--- src/rtl/mem_bus_interface_pkg.sv ---
// Shared CPU datapath constants and the memory-bus FSM encoding.
package mem_bus_interface_pkg;

    localparam int DATA_W      = 32;
    localparam int DEF_ADDR_W  = 9;
    localparam int DEF_TIMEOUT = 15;

    typedef enum logic [1:0] {
        ST_IDLE = 2'b00,
        ST_REQ  = 2'b01,
        ST_DONE = 2'b10,
        ST_ERR  = 2'b11
    } busState_e;

    function automatic logic isBusy(input busState_e st);
        return (st != ST_IDLE);
    endfunction

endpackage

--- src/rtl/mem_bus_interface_if.sv ---
// Memory-side request/ack bus between the MAR/MDR block and the memory.
interface mem_bus_interface_if
    import mem_bus_interface_pkg::*;
#(
    parameter int ADDR_W = DEF_ADDR_W
);
    logic [ADDR_W-1:0] mem_addr;
    logic [DATA_W-1:0] mem_wdata;
    logic              mem_req;
    logic              mem_we;
    logic [DATA_W-1:0] mem_rdata;
    logic              mem_ack;

    modport master (
        output mem_addr, mem_wdata, mem_req, mem_we,
        input  mem_rdata, mem_ack
    );

    modport slave (
        input  mem_addr, mem_wdata, mem_req, mem_we,
        output mem_rdata, mem_ack
    );
endinterface

--- src/rtl/mem_bus_interface_reg32.sv ---
// 32-bit register with load enable and synchronous active-high clear.
module mem_bus_interface_reg32
    import mem_bus_interface_pkg::*;
(
    input  logic              clock,
    input  logic              reset,
    input  logic              enable,
    input  logic [DATA_W-1:0] d,
    output logic [DATA_W-1:0] q
);

    // Storage flop: clear on reset, load when enabled, otherwise hold.
    always_ff @(posedge clock) begin
        if (reset) begin
            q <= {DATA_W{1'b0}};
        end else if (enable) begin
            q <= d;
        end
    end

endmodule

--- src/rtl/mem_bus_interface.sv ---
// MAR/MDR memory access block: one read or write at a time, acked by memory,
// aborted with a sticky error flag if no ack arrives within TIMEOUT cycles.
module mem_bus_interface
    import mem_bus_interface_pkg::*;
#(
    parameter int ADDR_W  = DEF_ADDR_W,
    parameter int TIMEOUT = DEF_TIMEOUT
)(
    input  logic                clock,
    input  logic                reset,
    input  logic [DATA_W-1:0]   BusMuxOut,
    input  logic                MARin,
    input  logic                MDRin,
    input  logic                Read,
    input  logic                Write,
    mem_bus_interface_if.master memBus,
    output logic [DATA_W-1:0]   BusMuxIn_MDR,
    output logic                busy,
    output logic                done,
    output logic                err
);

    localparam int               CNT_W    = $clog2(TIMEOUT) + 1;
    localparam logic [CNT_W-1:0] CNT_LAST = CNT_W'(TIMEOUT - 1);

    busState_e          curState_r, nextState_s;
    logic [CNT_W-1:0]   tmoCount_r;
    logic               writeOp_r;
    logic               start_s, startWrite_s, ack_s;
    logic               marLoad_s, mdrLoad_s;
    logic [DATA_W-1:0]  mdrD_s, marQ_s, mdrQ_s;
    logic               memReq_r, memWe_r, busy_r, done_r, err_r;
    logic               unusedMarBits_s;

    assign ack_s = memBus.mem_ack;

    // Next-state decode; Read outranks Write when both start together.
    always_comb begin
        nextState_s  = curState_r;
        start_s      = 1'b0;
        startWrite_s = 1'b0;
        case (curState_r)
            ST_IDLE: begin
                if (Read || Write) begin
                    nextState_s  = ST_REQ;
                    start_s      = 1'b1;
                    startWrite_s = ~Read;
                end else begin
                    nextState_s  = ST_IDLE;
                end
            end
            ST_REQ: begin
                if (ack_s) begin
                    nextState_s = ST_DONE;
                end else if (tmoCount_r == CNT_LAST) begin
                    nextState_s = ST_ERR;
                end else begin
                    nextState_s = ST_REQ;
                end
            end
            ST_DONE: nextState_s = ST_IDLE;
            ST_ERR:  nextState_s = ST_IDLE;
            default: nextState_s = ST_IDLE;
        endcase
    end

    // MAR/MDR load control: bus loads only in IDLE, read data only on ack.
    always_comb begin
        marLoad_s = (curState_r == ST_IDLE) && MARin;
        mdrLoad_s = 1'b0;
        mdrD_s    = BusMuxOut;
        if (curState_r == ST_IDLE) begin
            mdrLoad_s = MDRin;
            mdrD_s    = BusMuxOut;
        end else if (curState_r == ST_REQ) begin
            mdrLoad_s = ack_s && !writeOp_r;
            mdrD_s    = memBus.mem_rdata;
        end else begin
            mdrLoad_s = 1'b0;
            mdrD_s    = BusMuxOut;
        end
    end

    // State, timeout counter and registered status outputs.
    always_ff @(posedge clock) begin
        if (reset) begin
            curState_r <= ST_IDLE;
            tmoCount_r <= {CNT_W{1'b0}};
            writeOp_r  <= 1'b0;
            memReq_r   <= 1'b0;
            memWe_r    <= 1'b0;
            busy_r     <= 1'b0;
            done_r     <= 1'b0;
            err_r      <= 1'b0;
        end else begin
            curState_r <= nextState_s;
            if (start_s) begin
                tmoCount_r <= {CNT_W{1'b0}};
                writeOp_r  <= startWrite_s;
            end else if ((curState_r == ST_REQ) && !ack_s) begin
                tmoCount_r <= tmoCount_r + CNT_W'(1);
            end
            memReq_r <= (nextState_s == ST_REQ);
            memWe_r  <= (nextState_s == ST_REQ) && (start_s ? startWrite_s : writeOp_r);
            busy_r   <= isBusy(nextState_s);
            done_r   <= (nextState_s == ST_DONE);
            if (start_s) begin
                err_r <= 1'b0;
            end else if (nextState_s == ST_ERR) begin
                err_r <= 1'b1;
            end
        end
    end

    mem_bus_interface_reg32 u_mar (
        .clock  (clock),
        .reset  (reset),
        .enable (marLoad_s),
        .d      (BusMuxOut),
        .q      (marQ_s)
    );

    mem_bus_interface_reg32 u_mdr (
        .clock  (clock),
        .reset  (reset),
        .enable (mdrLoad_s),
        .d      (mdrD_s),
        .q      (mdrQ_s)
    );

    // Only the low ADDR_W bits of MAR address the memory.
    assign unusedMarBits_s  = ^marQ_s[DATA_W-1:ADDR_W];

    assign memBus.mem_addr  = marQ_s[ADDR_W-1:0];
    assign memBus.mem_wdata = mdrQ_s;
    assign memBus.mem_req   = memReq_r;
    assign memBus.mem_we    = memWe_r;
    assign BusMuxIn_MDR     = mdrQ_s;
    assign busy             = busy_r;
    assign done             = done_r;
    assign err              = err_r;

endmodule

--- src/flat_wrapper.sv ---
// flat-port wrapper written by rule: the top's interface ports become plain ports
module mem_bus_interface_flat import mem_bus_interface_pkg::*;
#(
    parameter int ADDR_W  = DEF_ADDR_W,
    parameter int TIMEOUT = DEF_TIMEOUT
)
  (clock, reset, BusMuxOut, MARin, MDRin, Read, Write, BusMuxIn_MDR, busy, done, err, memBus_mem_addr, memBus_mem_wdata, memBus_mem_req, memBus_mem_we, memBus_mem_rdata, memBus_mem_ack);
  mem_bus_interface_if #(.ADDR_W(ADDR_W)) memBus_i ();
  input  logic clock;
  input  logic reset;
  input  logic [DATA_W-1:0] BusMuxOut;
  input  logic MARin;
  input  logic MDRin;
  input  logic Read;
  input  logic Write;
  output logic [DATA_W-1:0] BusMuxIn_MDR;
  output logic busy;
  output logic done;
  output logic err;
  output wire logic [$bits(memBus_i.mem_addr)-1:0] memBus_mem_addr;
  output wire logic [$bits(memBus_i.mem_wdata)-1:0] memBus_mem_wdata;
  output wire logic [$bits(memBus_i.mem_req)-1:0] memBus_mem_req;
  output wire logic [$bits(memBus_i.mem_we)-1:0] memBus_mem_we;
  input wire logic [$bits(memBus_i.mem_rdata)-1:0] memBus_mem_rdata;
  input wire logic [$bits(memBus_i.mem_ack)-1:0] memBus_mem_ack;
  assign memBus_mem_addr = memBus_i.mem_addr;
  assign memBus_mem_wdata = memBus_i.mem_wdata;
  assign memBus_mem_req = memBus_i.mem_req;
  assign memBus_mem_we = memBus_i.mem_we;
  assign memBus_i.mem_rdata = memBus_mem_rdata;
  assign memBus_i.mem_ack = memBus_mem_ack;
  mem_bus_interface #(.ADDR_W(ADDR_W), .TIMEOUT(TIMEOUT)) u_core (.clock(clock), .reset(reset), .BusMuxOut(BusMuxOut), .MARin(MARin), .MDRin(MDRin), .Read(Read), .Write(Write), .memBus(memBus_i), .BusMuxIn_MDR(BusMuxIn_MDR), .busy(busy), .done(done), .err(err));
endmodule
--- config.mk ---
export PLATFORM = sky130hd
export DESIGN_NAME = mem_bus_interface_flat
export DESIGN_NICKNAME = d
export VERILOG_FILES = /design/src/rtl/mem_bus_interface_pkg.sv /design/src/rtl/mem_bus_interface_if.sv /design/src/rtl/mem_bus_interface_reg32.sv /design/src/rtl/mem_bus_interface.sv /design/src/flat_wrapper.sv
export SDC_FILE = /design/constraint.sdc
export NUM_CORES = 1
export LEC_CHECK = 0
export ABC_AREA = 1
export CAP_MARGIN = 5
export CORE_MARGIN = 5
export CORE_UTILIZATION = 25
export CTS_CLUSTER_DIAMETER = 40
export DETAILED_ROUTE_END_ITERATION = 8
export PLACE_DENSITY = 0.59
export RECOVER_POWER = 25
export SYNTH_ARGS = -nofsm -noshare
export SYNTH_HDL_FRONTEND = slang
export SYNTH_SLANG_ARGS = --single-unit
--- constraint.sdc ---
create_clock -name clock -period 2.2 [get_ports clock]
set_clock_uncertainty 0.1 [all_clocks]
set_input_delay 0.44 -clock clock [delete_from_list [all_inputs] [get_ports clock]]
set_output_delay 0.44 -clock clock [all_outputs]
set_load 0.05 [all_outputs]
### Yosys cells after proc, flatten, opt, wreduce, memory -nomap -nowiden

Index checks and enable logic that the tools add are counted.

| word-level totals | value |
|---|---|
| bits in registers | 54 |
| bits of input ports | 71 |
| output and inout bits | 78 |

| cells by class | value |
|---|---|
| add/sub/neg operators | 1 |
| equality and inequality tests | 7 |
| mux-type cells | 13 |
| bitwise operators | 1 |
| reductions and logical operators | 11 |

Operators with widths:

| cell | number |
|---|---|
| two-way mux 32 bit | 2 |
| equality test 2 bit (second input constant) | 4 |
| two-way mux 1 bit | 8 |
| case mux 2 bit (3 select lines) | 1 |
| adder 5 x 1 -> 5 bit (second input constant) | 1 |
| equality test 5 x 4 -> 1 bit (second input constant) | 1 |
| equality test 2 x 1 -> 1 bit (second input constant) | 2 |
| logical AND 1 bit | 4 |
| two-way mux 2 bit | 2 |
| OR reduction 2 bit | 2 |
| zero test 1 bit | 2 |
| zero test 2 bit | 1 |
| nonzero test 2 bit | 1 |
| logical OR 1 bit | 1 |
| NOT 1 bit | 1 |

### Depth between registers and ports, before layout

| depth | value |
|---|---|
| depth after elaboration | 6 |
| gate-level depth with buffers | 9 |
| mapped depth without buffers | 9 |

### Hierarchy

Synthesis repeated with hierarchy kept, for this count alone.

| second synthesis, totals | value |
|---|---|
| cell total of the unflattened synthesis | 619 |
| area, all modules | 3,885.0 µm² |

By module, submodules not included:

| module | instances | cells each | area an instance (µm²) |
|---|---|---|---|
| mem_bus_interface_reg32 | 2 | 203 | 1,338.8 |
| mem_bus_interface | 1 | 213 | 1,207.4 |

### Worst setup path before layout

OpenSTA, ideal clock, no wires.

| path | value |
|---|---|
| kind | register to output |
| start | reg u_core.u_mdr.q[0] |
| end | out memBus_mem_wdata[0] |
| arrival | 909 ps |
| path slack | 751 ps |
| cell stages (with the launch flop) | 2 |
| buffers on the path | 1 |
| cell sequence | dfxtp_1 buf_4 |

RTL lines:

| element | RTL line | source |
|---|---|---|
| start: declaration | mem_bus_interface_reg32.sv:9 | `output logic [DATA_W-1:0] q` |
| start signal: assignment | mem_bus_interface_reg32.sv:15 | `q <= {DATA_W{1'b0}};` |
| end: declaration | flat_wrapper.sv:21 | `output wire logic [$bits(memBus_i.mem_wdata)-1:0] memBus_mem_wdata;` |

No word-level cell between the ends.

### Worst setup path in the final report

| path | value |
|---|---|
| start | reg u_core.u_mdr.q[31] |
| end | out BusMuxIn_MDR[31] |

RTL lines:

| element | RTL line | source |
|---|---|---|
| end: declaration | flat_wrapper.sv:16 | `output logic [DATA_W-1:0] BusMuxIn_MDR;` |

No word-level cell between the ends.

==> out/qor.csv <==
metric,value,unit
# clock sinks,54,
Pwr Density,755.5,mW/mm^2
CTS root buf,clkbuf_8,
"Avg Cell Area, Syn",6.885,sq um
Final WS setup,138.9,ps
yosys warns,0,
crit-path leading delay family,buffers and inverters,
R2R setup slack,370,ps
share of layout cells above drive strength 1,0.08696,
power share of the clock group,0.185,
Max IR drop VDD,0.3725,mV
Buf/Inv on CP,1,
via count,2704,
First-pass DRT Iterations,4,
status,finished clean,
post-synthesis sequential area ratio,0.4026,
"Primary FF master, synth",dfxtp_1,
Via density,4.212,
sequential share of power,0.365,
crit path max-delay cell type,clkdlybuf4s50_1,
most frequent cells in the layout,"clkdlybuf4s50_1 (146), nand2_1 (118), nor2_1 (65)",
CTS tree,built,
Post-Syn Area,0.002685,sq mm
"slowest stage delay, CP",830,ps
row cnt,37,
HP Start,u_core.err,
Worst-path clk slew,100,ps
worst-path fanout max,3,
Post-DRT Antenna Nets,0,
Synth Register Bits,54,
hold buffer count at CTS,0,
WP data required,1660,ps
switching part of the total,0.4175,
Core ar.,0.01042,sq mm
ANT cells,0,
MaxCap Viol Count,0,
Die X,113.6,um
Worst Hold Endpoint,u_core.err,
post-layout minimum cycle time,2061,ps
area of the multi-input gates,0.001192,sq mm
critical path endpoint category,output port,
Resized Gates After CTS,0,
Register Area,0.001081,sq mm
H-tree depth,2,
fraction of registers with async set/reset,0,
first-pass GRT wire length,12960,um
Port Buffers,148,
worst hold path class,flip-flop to flip-flop,
"EDFF count, synth",0,
startpoint types,flip-flop,
# nets final,578,
setup violators final,0,
Initial Util,0.2578,
dpl ws,209.4,ps
DRT Wirelength,7970,um
Top-Level Pins,149,
CTS Buf Count,5,
Post-DP HPWL,6193,um
Fin Setup TNS,0,ps
Gate Count Post-Synth,390,
Worst Reg-to-Reg Cells,6,
Syn-to-layout area delta,55.03,%
total grt overflow,0,
WS Path Type,flip-flop to output port,
"commonest non-fill, non-tap cell in the layout",clkdlybuf4s50_1,
die area,0.01291,sq mm
vias in the first global route,2674,
clk buf depth,2,
Hold Fails Final Rpt,0,
Fillers,1088,
highest clock rate,0.4852,GHz
number of library cell types mapped by synthesis,22,
1st-iter DRT viols,127,
initial antenna violation count,0,
worst path cell trace,clkdlybuf4s50_1,
switching pwr,1313,uW
postcts setup bufs,0,
FF-to-FF End,u_core.tmoCount_r[2],
leak pwr,0.001739,uW
final max-slew violation count,0,
RSZ-0062 raised after global routing,false,
WP depth,1,
headroom to the max-slew limit,0.4940,
Logic pwr share,0.450,
FF-to-FF Start,u_core.curState_r[1],
Placer Congestion,0.7575,
Final Cycle Share,0.9369,
hold path cells,2,
largest net degree at the start of global routing,33,
Synth Net Count,463,
Slew @ Worst Pin,759.0,ps
All-Layer GR Usage,0.1210,
"Clk Latency, worst-skew pair",300,ps
P_int,1832,uW
drc violations,0,
WL/cell,12.41,um
die height,113.6,um
CP arrival,1520,ps
## Yosys cell counts, types with 3 or more instances
cell / number / area share
nand2_1: 118 / 0.16
nor2_1: 61 / 0.085
dfxtp_1: 54 / 0.40
o21ai_0: 41 / 0.076
buf_4: 32 / 0.089
nor2_2: 29 / 0.068
inv_1: 13 / 0.018
buf_2: 9 / 0.017
a21oi_1: 8 / 0.015
buf_6: 4 / 0.017
clkbuf_1: 4 / 0.0056
nand3_1: 4 / 0.0075
nor3_1: 3 / 0.0056
## cell type report
type | count | share of cell area
flip-flops and latches | 54 | 0.2597
inverters | 15 | 0.01353
repair buffers | 157 | 0.3766
clock buffers | 6 | 0.01984
clock inverters | 2 | 0.003006
well taps | 136 | 0.04088
multi-input cells | 272 | 0.2864
## logic make-up after synthesis
family | after synthesis | synth area share
buffers and inverters | 64 | 0.1496
AND/OR/NAND/NOR | 221 | 0.3472
adder cells (fa/ha/maj) | 2 | 0.009318
AO/OA/AOI/OAI | 49 | 0.09133
flip-flops | 54 | 0.4026
## flip-flops by register name (all words and copies together) (netlist names)
name / cells
u_core.busy: 1
u_core.memBus.mem_we: 1
u_core.u_mdr.q: 32
u_core.tmoCount_r: 5
u_core.err: 1
u_core.memBus.mem_req: 1
u_core.u_mar.q: 9
u_core.done: 1
u_core.writeOp_r: 1
u_core.curState_r: 2
## power groups by stage
stage               logic, uW  clock network, uW  registers [uW]
finish                   1420                581            1150
global route             1510                644            1170
CTS                      1440                617            1150
detailed placement       1440                  0            1170
global placement         1430                  0            1170
floorplan                 679                  0            1480
## routing by layer
layer / part of all wire / global-route usage / up-vias / routed length [um]
li1: - / - / 1411 / -
met1: 0.44 / 0.1499 / 1201 / 3467
met2: 0.48 / 0.2108 / 88 / 3850
met3: 0.076 / 0.03448 / 4 / 607
met4: 0.0056 / 0.02163 / 0 / 45
met5: 0 / 0 / - / 0
## per-stage QoR
step | utilization | instance area (sq um) | total power, uW | instances | hold slack (ps)
final | 0.3996 | 4163 | 3145 | 642 | 364.2
after global routing | 0.3996 | 4163 | 3318 | 642 | 393.4
after CTS | 0.4013 | 4180 | 3209 | 642 | 372.9
after detailed placement | 0.3922 | 4085 | 2610 | 634 | 356.8
after global placement | 0.3922 | 4085 | 2599 | 634 | 350.7
after floorplan | - | 2685 | 2160 | 390 | 344.7
## worst max-delay path by stage
| stage | to | start | slack, ps |
|---|---|---|---|
| 2_1_floorplan | memBus_mem_wdata[0] | u_core.u_mdr.q[0] | 750 |
| 3_3_place_gp | u_core.u_mdr.q[8] | memBus_mem_ack | 220 |
| 3_5_place_dp | u_core.u_mdr.q[29] | memBus_mem_ack | 210 |
| 4_1_cts | BusMuxIn_MDR[8] | u_core.u_mdr.q[8] | 100 |
| 5_1_grt | BusMuxIn_MDR[8] | u_core.u_mdr.q[8] | 80 |
| 6_report | BusMuxIn_MDR[31] | u_core.u_mdr.q[31] | 140 |
Note: power is estimated with default switching activity, not from simulation.
